## src/rtl/matrix_loader_pkg.sv

```systemverilog
// Shared definitions for the matrix loader: FSM state encoding, default
// geometry of the slot storage and the dimension-table entry layout.
package matrix_loader_pkg;

  // Default geometry; the top-level parameters take these as defaults.
  localparam int MAX_DIM    = 5;
  localparam int NUM_SLOTS  = 5;
  localparam int SLOT_WORDS = 32;

  localparam int ADDR_W = 8;
  localparam int DATA_W = 32;
  localparam int DIM_W  = 3;
  localparam int SLOT_W = 3;

  typedef enum logic [2:0] {
    IDLE  = 3'd0,
    HDR_R = 3'd1,
    HDR_C = 3'd2,
    DATA  = 3'd3,
    PAD   = 3'd4,
    DONE  = 3'd5,
    ERR   = 3'd6
  } state_e;

  typedef struct packed {
    logic             valid;
    logic [DIM_W-1:0] rows;
    logic [DIM_W-1:0] cols;
  } slot_entry_t;

  // A header word is a usable dimension when it lies in 1..max_dim.
  function automatic logic dim_ok(input logic [DATA_W-1:0] v, input int unsigned max_dim);
    return (v != '0) && (v <= DATA_W'(max_dim));
  endfunction

endpackage

```

## src/rtl/matrix_dim_table.sv

```systemverilog
// Per-slot dimension table: one registered entry {valid, rows, cols} per
// storage slot, a single write port and a combinational query port.
// Queries beyond the last slot read back as all zero.
module matrix_dim_table
  import matrix_loader_pkg::*;
#(
  parameter int NUM_ENTRIES = NUM_SLOTS
) (
  input  logic              clk,
  input  logic              rst_n,
  input  logic              wr_en_i,
  input  logic [SLOT_W-1:0] wr_idx_i,
  input  slot_entry_t       wr_entry_i,
  input  logic [SLOT_W-1:0] q_slot_i,
  output slot_entry_t       q_entry_o
);

  slot_entry_t tbl_q [NUM_ENTRIES];

  // Table storage: cleared by reset, one entry updated per write.
  always_ff @(posedge clk) begin
    if (!rst_n) begin
      for (int i = 0; i < NUM_ENTRIES; i++) begin
        tbl_q[i] <= '0;
      end
    end else if (wr_en_i) begin
      for (int i = 0; i < NUM_ENTRIES; i++) begin
        if (wr_idx_i == SLOT_W'(i)) begin
          tbl_q[i] <= wr_entry_i;
        end
      end
    end
  end

  // Query read: decoded mux so out-of-range slots fall through to zero.
  always_comb begin
    q_entry_o = '0;
    for (int i = 0; i < NUM_ENTRIES; i++) begin
      if (q_slot_i == SLOT_W'(i)) begin
        q_entry_o = tbl_q[i];
      end
    end
  end

endmodule

```

## src/rtl/matrix_loader.sv

```systemverilog
// Matrix loader: receives a header (rows, cols) and a row-major element
// stream, writes the elements into a fixed-size slot of external storage
// and records the dimensions in a per-slot table. Slots are used round
// robin; once all are full the oldest slot is overwritten.
//
// Optional feature: define LOADER_ZERO_PAD_EN to zero-fill the unused tail
// of the slot (PAD state) before signalling done. Without it the PAD state
// is never entered and the slot tail is left untouched.
//
// state | meaning
// IDLE  | waiting for start
// HDR_R | accepting the row count
// HDR_C | accepting the column count
// DATA  | accepting rows*cols elements, one storage write per element
// PAD   | zero-filling the slot tail (LOADER_ZERO_PAD_EN only)
// DONE  | one-cycle done pulse, table entry committed, write pointer advanced
// ERR   | one-cycle err pulse for an out-of-range dimension
module matrix_loader
  import matrix_loader_pkg::*;
#(
  parameter int NUM_SLOTS  = matrix_loader_pkg::NUM_SLOTS,
  parameter int SLOT_WORDS = matrix_loader_pkg::SLOT_WORDS,
  parameter int MAX_DIM    = matrix_loader_pkg::MAX_DIM
) (
  input  logic              clk,
  input  logic              rst_n,
  input  logic              start,
  input  logic              in_valid,
  output logic              in_ready,
  input  logic [DATA_W-1:0] in_data,
  output logic              w_storage_we,
  output logic [ADDR_W-1:0] w_storage_addr,
  output logic [DATA_W-1:0] w_storage_data,
  output logic              done,
  output logic [SLOT_W-1:0] done_slot,
  output logic              err,
  input  logic [SLOT_W-1:0] q_slot,
  output logic              q_valid,
  output logic [DIM_W-1:0]  q_rows,
  output logic [DIM_W-1:0]  q_cols
);

  state_e              state_q, state_d;
  logic [SLOT_W-1:0]   wp_q, wp_d;
  logic [DIM_W-1:0]    rows_q, rows_d;
  logic [DIM_W-1:0]    cols_q, cols_d;
  logic [ADDR_W-1:0]   idx_q, idx_d;
  logic                we_q, we_d;
  logic [ADDR_W-1:0]   addr_q, addr_d;
  logic [DATA_W-1:0]   data_q, data_d;

  logic                tbl_we;
  slot_entry_t         tbl_entry;
  slot_entry_t         q_entry;

  logic [ADDR_W-1:0]   base;
  logic [ADDR_W-1:0]   total;
  logic [ADDR_W-1:0]   idx_next;
  logic                accept;

  // Slot base address and element count; both fit in 8 bits by construction.
  assign base     = ADDR_W'(wp_q * SLOT_WORDS);
  assign total    = {{(ADDR_W-DIM_W){1'b0}}, rows_q} * {{(ADDR_W-DIM_W){1'b0}}, cols_q};
  assign idx_next = idx_q + ADDR_W'(1);

  assign in_ready = (state_q == HDR_R) || (state_q == HDR_C) || (state_q == DATA);
  assign accept   = in_valid && in_ready;

  // done/err are pure state decodes, so each lasts exactly one cycle.
  assign done      = (state_q == DONE);
  assign err       = (state_q == ERR);
  assign done_slot = done ? wp_q : '0;

  assign w_storage_we   = we_q;
  assign w_storage_addr = addr_q;
  assign w_storage_data = data_q;

  // Next-state, storage-write and table-update logic.
  always_comb begin
    state_d   = state_q;
    wp_d      = wp_q;
    rows_d    = rows_q;
    cols_d    = cols_q;
    idx_d     = idx_q;
    we_d      = 1'b0;
    addr_d    = addr_q;
    data_d    = data_q;
    tbl_we    = 1'b0;
    tbl_entry = '0;

    unique case (state_q)
      IDLE: begin
        if (start) begin
          state_d = HDR_R;
          idx_d   = '0;
        end
      end

      HDR_R: begin
        if (accept) begin
          if (dim_ok(in_data, MAX_DIM)) begin
            rows_d  = in_data[DIM_W-1:0];
            state_d = HDR_C;
          end else begin
            state_d = ERR;
          end
        end
      end

      HDR_C: begin
        if (accept) begin
          if (dim_ok(in_data, MAX_DIM)) begin
            cols_d  = in_data[DIM_W-1:0];
            idx_d   = '0;
            state_d = DATA;
            // The slot is about to be overwritten: drop its old entry now so a
            // half-written slot is never reported as valid.
            tbl_we    = 1'b1;
            tbl_entry = '0;
          end else begin
            state_d = ERR;
          end
        end
      end

      DATA: begin
        if (accept) begin
          we_d   = 1'b1;
          addr_d = base + idx_q;
          data_d = in_data;
          idx_d  = idx_next;
          if (idx_next == total) begin
`ifdef LOADER_ZERO_PAD_EN
            state_d = (idx_next == ADDR_W'(SLOT_WORDS)) ? DONE : PAD;
`else
            state_d = DONE;
`endif
          end
        end
      end

      PAD: begin
`ifdef LOADER_ZERO_PAD_EN
        we_d   = 1'b1;
        addr_d = base + idx_q;
        data_d = '0;
        idx_d  = idx_next;
        if (idx_next == ADDR_W'(SLOT_WORDS)) begin
          state_d = DONE;
        end
`else
        state_d = IDLE;
`endif
      end

      DONE: begin
        tbl_we          = 1'b1;
        tbl_entry.valid = 1'b1;
        tbl_entry.rows  = rows_q;
        tbl_entry.cols  = cols_q;
        wp_d    = (wp_q == SLOT_W'(NUM_SLOTS - 1)) ? '0 : wp_q + SLOT_W'(1);
        state_d = IDLE;
      end

      ERR: begin
        state_d = IDLE;
      end

      default: begin
        state_d = IDLE;
      end
    endcase
  end

  // State and registered storage-write port.
  always_ff @(posedge clk) begin
    if (!rst_n) begin
      state_q <= IDLE;
      wp_q    <= '0;
      rows_q  <= '0;
      cols_q  <= '0;
      idx_q   <= '0;
      we_q    <= 1'b0;
      addr_q  <= '0;
      data_q  <= '0;
    end else begin
      state_q <= state_d;
      wp_q    <= wp_d;
      rows_q  <= rows_d;
      cols_q  <= cols_d;
      idx_q   <= idx_d;
      we_q    <= we_d;
      addr_q  <= addr_d;
      data_q  <= data_d;
    end
  end

  matrix_dim_table #(
    .NUM_ENTRIES (NUM_SLOTS)
  ) u_dim_table (
    .clk        (clk),
    .rst_n      (rst_n),
    .wr_en_i    (tbl_we),
    .wr_idx_i   (wp_q),
    .wr_entry_i (tbl_entry),
    .q_slot_i   (q_slot),
    .q_entry_o  (q_entry)
  );

  assign q_valid = q_entry.valid;
  assign q_rows  = q_entry.rows;
  assign q_cols  = q_entry.cols;

endmodule

```

## config.mk

```make
export PLATFORM = sky130hd
export DESIGN_NAME = matrix_loader
export DESIGN_NICKNAME = d
export VERILOG_FILES = /design/src/rtl/matrix_loader_pkg.sv /design/src/rtl/matrix_dim_table.sv /design/src/rtl/matrix_loader.sv
export SDC_FILE = /design/constraint.sdc
export NUM_CORES = 1
export LEC_CHECK = 0
export CAP_MARGIN = 20
export CORE_MARGIN = 2
export CORE_UTILIZATION = 30
export CTS_CLUSTER_SIZE = 16
export DETAILED_ROUTE_END_ITERATION = 6
export GPL_TIMING_DRIVEN = 1
export SLEW_MARGIN = 0
export SYNTH_ARGS = -nofsm -noshare
export SYNTH_HDL_FRONTEND = slang
export SYNTH_SLANG_ARGS = --single-unit
export TNS_END_PERCENT = 100
```

## constraint.sdc

```tcl
create_clock -name clk -period 2.74 [get_ports clk]
set_clock_uncertainty 0.2 [all_clocks]
set_input_delay 0.548 -clock clk [delete_from_list [all_inputs] [get_ports clk]]
set_output_delay 0.548 -clock clk [all_outputs]
set_load 0.02 [all_outputs]
```

==> run summary <==
DRC errors left -> 0
Cell Pwr Density -> 489.0 nW/um^2
Num rows -> 44
CTS root buffer -> clkbuf_16
Sequential power share -> 49.7%
Worst Hold End -> w_storage_data[17]$_SDFFE_PN0P_
Max-slew violations -> 0
Comb pwr share -> 10.0%
Hold Path Stages -> 2
Starting Density -> 30.43%
Die Width -> 125.0 um
Critical path endpoint category -> flop
Top FF cell, synth -> dfxtp_1
Antenna violations before repair -> 0
H-Tree Depth -> 3
Congestion Overflow GR -> 0
Crit Path Max Fanout -> 2
Die area -> 15610 sq um
Most frequent cell after synthesis -> nand2_1
Die Ht -> 125.0 um
Area leader, netlist -> dfxtp_1
#FFs+latches synth -> 96
Routed WL -> 11340 um
Worst r2r src -> rows_q[0]$_SDFFE_PN0P_
CTS clk-pin slew, worst paths -> 0.07 ns
Final Critical Period -> 2.831 ns
Crit path largest cell delay -> 0.57 ns
Arrival @ worst endpoint -> 2.92 ns
Share of cells above drive strength 1 -> 16.53%
CP Class -> flop to flop
CTS Sinks -> 96
Synth top area share -> 27.82%
Maximum clock insertion buffer count -> 2
Initial drt markers -> 187
Reg2reg setup slack -> -0.09 ns
Yosys cell types -> 42
Crit start category -> flop
Pleak -> 2.324 nW
Placed Cells -> 761
WL/cell -> 14.48 um
Maxcap violations -> 0
Failing checks -> negative setup slack
Most used cell, CP -> fa_1
Final period utilization -> 103.3%
Slowest CP cell -> fa_1
CP cell instances -> and2_4, fa_1, ha_2, fa_1, xor2_1, xnor2_1, nor4_1, o2111a_1, a31o_2
Final setup viols -> 2
Setup TNS -> -0.1702 ns
Cell area after synthesis -> 4389 sq um
Vias in the first global route -> 3759
Layout Nets -> 648
Worst EP required -> 2.83 ns
Critical Path Start -> rows_q[0]$_SDFFE_PN0P_
Post-Syn Nets -> 515
R2r endpoint -> state_q[2]$_SDFFE_PN0P_
TritonRoute pass-1 iters -> 4
Cts bufs inserted -> 9
Reg2Reg Depth -> 9
Pin count of the biggest net entering global routing -> 41
I/O Pins -> 93
Rel. slew slack -> 70.04%
Switching power of the nets -> 0.0006894 W
Internal -> 0.002358 W
Final ANT Viol Nets -> 0
Cells after Synth -> 461
Area Growth Syn to Fin -> 41.96%
Total track usage -> 14.60%
Vias -> 3718
Sw Ratio -> 22.62%
IR drop worst, VDD -> 264.0 uV
CTS tree -> done
Syn. warnings -> 0
GP Congestion -> 0.7639
Final Non-Filler Cells -> 783
Number of synthesized flops with an enable pin -> 35
Syn_area_per_cell -> 9.521 sq um
Buffers on Ports -> 92
Vias/cell -> 4.748
Critical hold path startpoint -> w_storage_data[17]$_SDFFE_PN0P_
Fraction of registers with async set/reset -> 0%
RSZ-0062 raised after global routing -> true
Most frequent cells after synthesis -> nand2_1, dfxtp_1, a21oi_1, edfxtp_1, clkbuf_1
First-pass GRT wire length -> 18600 um
Hold Crit Class -> flop to flop
Clock Latency Late Sink -> 0.34 ns
Clk pwr share -> 40.3%
Sequential fraction of the synthesis area -> 51.77%
F_max -> 353.2 MHz
DP HPWL -> 8283 um
Worst-margin pin slew -> 0.4494 ns
Endpoints failing hold -> 0
Worst setup margin -> -0.09107 ns
Synth area leaders -> dfxtp_1, edfxtp_1, nand2_1, a21oi_1, ha_1
N_diodes -> 0
Status -> finished, violations left
Core Area -> 14420 sq um
-- per-layer routing --
metal	vias up	part of all wire, %	GRT usage (%)
met5	-	0	0
met4	0	1.9	5.621
met3	17	3.0	3.124
met2	66	50	25.23
met1	1751	45	17.91
li1	1884	-	-
-- flip-flops by register name, summed over array words and instances, names as in the netlist, 3 cells and up --
signal and count:
wp_q 3, idx_q 8, w_storage_addr 8, w_storage_data 32, cols_q 3, u_dim_table.tbl_q 35
state_q 3, rows_q 3
-- logic make-up after synthesis --
| group | synth area share (%) |
|---|---|
| mux | 4.789 |
| flops | 51.77 |
| fa+ha+maj | 4.789 |
| buf+inv | 3.335 |
| compound gates | 12.63 |
| xor+xnor | 2.395 |
| simple gates | 20.30 |
-- through the flow --
stage | setup WS [ns] | util, % | instance area, sq um | hold slack (ns) | total power [W]
after global placement | -0.5948 | 40.53 | 5846 | 0.2416 | 0.001844
after global routing | -0.2207 | 43.20 | 6231 | 0.2737 | 0.003171
after floorplan | -0.1138 | - | 4389 | 0.2621 | 0.001681
after detailed placement | -0.5500 | 40.53 | 5846 | 0.2479 | 0.001849
after CTS | -0.1091 | 42.76 | 6167 | 0.2571 | 0.003077
final | -0.09107 | 43.20 | 6231 | 0.2541 | 0.003047
-- area by class of cell --
| type | instances | area [sq um] |
|---|---|---|
| fillers | 1426 | 8193 |
| flip-flops and latches | 96 | 2273 |
| multi-input cells | 326 | 2031 |
| repair buffers | 148 | 1359 |
| well taps | 184 | 230.2 |
| clock buffers | 10 | 229.0 |
| clock inverters | 6 | 60.06 |
| inverters | 13 | 48.80 |
-- what timing repair did --
action                                  in CTS  in global routing
buffers inserted                             2                  4
endpoints found under the hold margin        0                  0
pin swaps                                    4                  7
resized for setup                           47                 12
hold buffers                                 0                  0
endpoints found under the setup margin      52                 46
-- worst max-delay path by stage --
stage	end	slack (ns)	cells past startpoint
CTS	state_q[2]$_SDFFE_PN0P_	-0.11	9
global placement	u_dim_table.tbl_q[0][32]$_DFFE_PP_	-0.59	9
finish	state_q[2]$_SDFFE_PN0P_	-0.09	9
detailed placement	u_dim_table.tbl_q[0][28]$_DFFE_PP_	-0.55	9
floorplan	u_dim_table.tbl_q[0][0]$_DFFE_PP_	-0.11	5
global route	state_q[2]$_SDFFE_PN0P_	-0.22	9
-- power by group through the flow --
stage               Combinational, W  Sequential [W]  Clock (W)
CTS                         0.000302         0.00151    0.00126
global route                0.000331         0.00152    0.00132
global placement            0.000298         0.00155          0
finish                      0.000305         0.00151    0.00123
detailed placement          0.000303         0.00155          0
floorplan                   0.000136         0.00155          0
-- critical path: cells and delay by family (launching register included) --
kind / cells / cell delay [ns]
adders and majority gates: 3 / 1.21
and+or+nand+nor: 2 / 0.35
AOI/OAI and AO/OA: 2 / 0.41
DFF: 1 / 0.32
xor gates and xnor gates: 2 / 0.30
-- cells in the final DEF (no fill, tap or decap), types with 4 or more instances in the layout --
cell type,synthesis,layout
clkdlybuf4s50_1,0,78
buf_6,0,4
buf_2,0,6
and2_1,15,14
nor2b_1,12,11
nand2_1,98,98
nor3_1,5,5
a211oi_1,5,5
mux4_2,4,4
nor4_2,2,6
ha_1,12,11
inv_1,12,11
xor2_1,4,4
dlymetal6s2s_1,0,5
nand3_1,15,14
xnor2_1,8,8
mux2i_1,12,12
buf_4,0,51
nor2_1,21,20
a21oi_1,45,45
clkbuf_16,0,9
a31oi_1,8,8
dfxtp_1,61,60
o21ai_0,16,14
edfxtp_1,35,35
No activity file was read; power rests on OpenSTA's default activity.
